<file path="config.mk">
export PLATFORM = sky130hd
export DESIGN_NAME = operand_entry
export DESIGN_NICKNAME = d
export VERILOG_FILES = /design/src/rtl/operand_entry.sv
export SDC_FILE = /design/constraint.sdc
export NUM_CORES = 1
export LEC_CHECK = 0
export ABC_AREA = 1
export BUFFER_PORTS_ARGS = -buffer_cell sky130_fd_sc_hd__buf_2
export CORE_UTILIZATION = 55
export CTS_BUF_LIST = sky130_fd_sc_hd__clkbuf_2 sky130_fd_sc_hd__clkbuf_4 sky130_fd_sc_hd__clkbuf_8
export DETAILED_ROUTE_END_ITERATION = 6
export GPL_TIMING_DRIVEN = 1
export PLACE_DENSITY = 0.81
export SLEW_MARGIN = 5
export SYNTH_ARGS = -nofsm -noshare
export SYNTH_HDL_FRONTEND = slang
export SYNTH_SLANG_ARGS = --single-unit
</file>
<file path="constraint.sdc">
create_clock -name clk -period 2.6 [get_ports clk]
set_clock_uncertainty 0.2 [all_clocks]
set_input_delay 0.52 -clock clk [delete_from_list [all_inputs] [get_ports clk]]
set_output_delay 0.52 -clock clk [all_outputs]
set_load 0.05 [all_outputs]
</file>
<file path="src/rtl/operand_entry.sv">
// Two-operand calculator entry: debounces three raw buttons and assembles a
// committed word {op, a, b} through a three-state entry sequence.
module operand_entry #(
    parameter int unsigned DEBOUNCE_CYCLES = 500000
) (
    input  logic       clk,
    input  logic       rst,
    input  logic [3:0] sw,
    input  logic       btn_load,
    input  logic       btn_op,
    input  logic       btn_clear,
    output logic [8:0] B,
    output logic       B_valid,
    output logic [1:0] stage,
    output logic       op_pending
);

    localparam int unsigned CntW = $clog2(DEBOUNCE_CYCLES);
    localparam logic [CntW-1:0] CntLast = CntW'(DEBOUNCE_CYCLES - 1);

    typedef enum logic [1:0] {
        StEnterA = 2'b00,
        StEnterB = 2'b01,
        StReady  = 2'b10
    } state_e;

    // Bit order for all per-button vectors: [0] load, [1] op, [2] clear.
    logic [2:0]      btn_raw;
    logic [2:0]      sync1_q;
    logic [2:0]      sync2_q;
    logic [2:0]      stable_q;
    logic [2:0]      stable_prev_q;
    logic [2:0]      press_q;
    logic [CntW-1:0] cnt_q [3];

    state_e     state_q;
    logic [3:0] a_q;
    logic       load_pulse;
    logic       op_pulse;
    logic       clear_pulse;

    assign btn_raw = {btn_clear, btn_op, btn_load};

    always_ff @(posedge clk) begin
        if (rst) begin
            sync1_q       <= '0;
            sync2_q       <= '0;
            stable_q      <= '0;
            stable_prev_q <= '0;
            press_q       <= '0;
            for (int i = 0; i < 3; i++) begin
                cnt_q[i] <= '0;
            end
        end else begin
            sync1_q       <= btn_raw;
            sync2_q       <= sync1_q;
            stable_prev_q <= stable_q;
            // Registered rising-edge detect: pulse lands the cycle after stable rises.
            press_q       <= stable_q & ~stable_prev_q;
            for (int i = 0; i < 3; i++) begin
                if (sync2_q[i] == stable_q[i]) begin
                    cnt_q[i] <= '0;
                end else if (cnt_q[i] == CntLast) begin
                    stable_q[i] <= sync2_q[i];
                    cnt_q[i]    <= '0;
                end else begin
                    cnt_q[i] <= cnt_q[i] + 1'b1;
                end
            end
        end
    end

    assign load_pulse  = press_q[0];
    assign op_pulse    = press_q[1];
    assign clear_pulse = press_q[2];

    always_ff @(posedge clk) begin
        if (rst) begin
            state_q    <= StEnterA;
            a_q        <= '0;
            op_pending <= 1'b0;
            B          <= '0;
            B_valid    <= 1'b0;
        end else begin
            B_valid <= 1'b0;
            if (clear_pulse) begin
                state_q    <= StEnterA;
                a_q        <= '0;
                op_pending <= 1'b0;
                B          <= '0;
            end else begin
                if (load_pulse) begin
                    unique case (state_q)
                        StEnterA, StReady: begin
                            a_q     <= sw;
                            state_q <= StEnterB;
                        end
                        StEnterB: begin
                            // Commit uses the operator as it stood before any coincident toggle.
                            B       <= {op_pending, a_q, sw};
                            B_valid <= 1'b1;
                            state_q <= StReady;
                        end
                        default: state_q <= StEnterA;
                    endcase
                end
                if (op_pulse) begin
                    op_pending <= ~op_pending;
                end
            end
        end
    end

    assign stage = state_q;

endmodule

</file>
==> results.txt <==
status: finished, final reports clean
Flop pwr share: 60.0%
Max Slew Vio Count: 0
max incr delay on CP: 0.41 ns
f_max: 491 MHz
Synth Register Bits: 89
Compound-Gate Fraction of Synth Area: 5.86%
Yosys cell types: 28
Tightest Pin Transition: 0.730 ns
CTS Sinks: 89
worst vdd ir: 0.281 mV
area taken by multi-input logic gates: 0.00218 sq mm
DRT iter0 DRCs: 185
max-cap violations: 0
fin nets: 671
met1 usage: 26.8%
final setup vio count: 0
placed cell area: 0.00501 sq mm
Die Y: 93.6 um
initial antenna violation count: 0
clk buf depth: 2
sequential cell area: 0.00235 sq mm
mux cell area share after synthesis: 0%
nature of the critical path startpoint: flop
Reg clk slew, reported paths: 0.10 ns
xor-xnor portion of the synthesized cell area: 4.37%
met2 Use GR: 34.7%
grt total ovfl: 0
Combinational Power Share: 4.6%
Top cell by count, worst path: inv_1
Slew Limit Headroom: 51.2%
TNS Setup: 0 ns
DPL Wire Length: 6.23 mm
Yosys top cell by area: edfxtp_1
Syn Area/Cell: 8.00 sq um
Mapped Cells: 577
crit path DAT: 1.96 ns
Leak: 2.14 nW
routed via count: 3738
Power Dens Cells: 509 mW/mm^2
total CTS buffers: 9
Root Buffer: clkbuf_8
1st-pass router iterations: 4
Switching Share: 26.2%
top-area cell type share of the netlist area: 37.1%
Pint: 0.00196 W
I/O pins: 22
WL per Instance: 11.0 um
Vias/cell: 4.86
Finished Core Util: 63.7%
final WL: 8.44 mm
Initial Util: 56.4%
GP Congestion: 0.917
fin crit share: 78.3%
final instance area: 0.00520 sq mm
Hold Vio Cnt, Final: 0
global-route wire length before repair: 14.4 mm
critical path's top delay family: simple AND/OR/NAND/NOR gates
Clock Power Share: 35.5%
Port Buffers: 21
setup slack at placement: 0.562 ns
# hold bufs at CTS: 0
busiest grt layer: met2
WP buf/inv: 3
Worst setup EP type: flop
critical path type: reg2reg
RSZ-0062 raised after global routing: false
vias in the first global route: 3438
synth-to-layout area growth: 12.8%
area of the die: 0.00876 sq mm
Ys Warns: 0
post-route ant nets: 0
adder-cell share of the synthesized area: 0.814%
WHS: 0.150 ns
# Post-CTS Setup Buffers: 0
CTS resizes: 0
CTS tree: yes
routing usage on met3: 4.88%
H-tree levels: 3
slowest cell on the critical path: edfxtp_1
Chip Width: 93.6 um
Diodes inserted: 0
core area: 0.00818 sq mm
layout cells sized above 1: 9.64%
simple-gate share of the synthesized area: 31.7%
Core Rows: 33
largest net degree at the start of global routing: 20
Hold WC Path Type: in2reg
main combinational cell family by area after synthesis: simple AND/OR/NAND/NOR gates
Final WS setup: 0.564 ns
worst skew pair latency: 0.37 ns
top fanout value on the critical path: 17
GRT Overall Usage: 21.1%
crit-path cells: ha_1, inv_1, nor2_1, nand3_1, nand2_2, inv_1, nand2_1, inv_1
synthesized area: 0.00461 sq mm
DRC Markers: 0
Psw: 0.000694 W
synth top area cells: edfxtp_1, dfxtp_1, nor2_1
post-synthesis sequential area ratio: 51.0%
Fill cells: 709
Tmin final: 2.04 ns
CP Data Required Time: 2.52 ns
## worst paths after layout
kind	startpoint	to	slack, ns	cells after the start
max	cnt_q[1][0]$_SDFFCE_PN0P_	cnt_q[1][15]$_SDFFCE_PN0P_	0.56	8
min	btn_clear	sync1_q[2]$_SDFF_PP0_	0.15	3
max reg2reg	cnt_q[1][0]$_SDFFCE_PN0P_	cnt_q[1][15]$_SDFFCE_PN0P_	0.56	8
min reg2reg	stable_prev_q[0]$_SDFF_PP0_	press_q[0]$_SDFF_PP0_	0.19	1
## through the flow
stage / std cells / total power [W]
floorplan: 633 / 0.00170
global placement: 753 / 0.00173
detailed placement: 753 / 0.00174
CTS: 769 / 0.00267
global route: 769 / 0.00276
finish: 769 / 0.00265
## Yosys cell counts
cell	number
nor2_1	138
nand2_1	120
inv_1	61
edfxtp_1	57
nand3_1	36
dfxtp_1	32
a21oi_1	28
o21ai_0	23
xor2_1	16
nor2_2	11
nor3_1	8
nand4_1	7
xnor2_1	7
or2_0	5
nand2_2	4
nand3_2	4
nor2_4	4
ha_1	3
clkbuf_1	2
inv_2	2
o21bai_1	2
buf_12	1
buf_2	1
buf_4	1
buf_6	1
conb_1	1
nand2_4	1
or2_2	1
## power by group through the flow
stage	Combinational (W)	Sequential (W)	Clock, W
final	0.000121	0.00159	0.000941
after global placement	0.000115	0.00162	0
after detailed placement	0.000117	0.00162	0
after global routing	0.000141	0.00160	0.00102
after floorplan	0.0000973	0.00161	0
after CTS	0.000118	0.00159	0.000964
## flip-flops by register name, summed over array words and instances, names as in the netlist, 2 cells and up
name / cells
stable_q: 3
cnt_q: 57
sync1_q: 3
a_q: 4
sync2_q: 3
stable_prev_q: 3
press_q: 3
B: 9
stage: 2
## per-layer routing
layer  up-vias  wire length [um]
met2        61              3900
met5         -                 0
li1       1965                 -
met4         0               139
met1      1699              4130
met3        13               278
## cell type report
class,instances,area share [%]
flip-flops and latches,89,45.2
clock inverters,7,1.39
clock buffers,9,2.38
well taps,105,2.52
multi-input cells,475,41.9
inverters,63,4.54
repair buffers,21,2.02
## tightest hold or removal path, stage by stage
cell    delay (ns)
buf_2         0.10
inv_1         0.04
nor2_1        0.03
## cell usage in the layout, fill, tap and decap left out, types with 5 or more instances in the layout
| master | synthesis | routed |
|---|---|---|
| edfxtp_1 | 57 | 57 |
| a21oi_1 | 28 | 28 |
| xor2_1 | 16 | 16 |
| buf_2 | 1 | 21 |
| xnor2_1 | 7 | 7 |
| nand4_1 | 7 | 7 |
| dfxtp_1 | 32 | 32 |
| or2_0 | 5 | 5 |
| nand2_1 | 120 | 120 |
| nor2_1 | 138 | 138 |
| o21ai_0 | 23 | 23 |
| clkbuf_8 | 0 | 9 |
| nor2_2 | 11 | 11 |
| nor3_1 | 8 | 8 |
| inv_1 | 61 | 61 |
| conb_1 | 1 | 57 |
| nand3_1 | 36 | 36 |
## cell families (layout without fill, tap and decap cells)
group,after synthesis,count (layout)
simple gates,339,339
flops,89,89
fa+ha+maj,3,3
other cells,1,57
xor+xnor,23,23
compound gates,53,53
buf+inv,69,100
No activity file was read; power rests on OpenSTA's default activity.
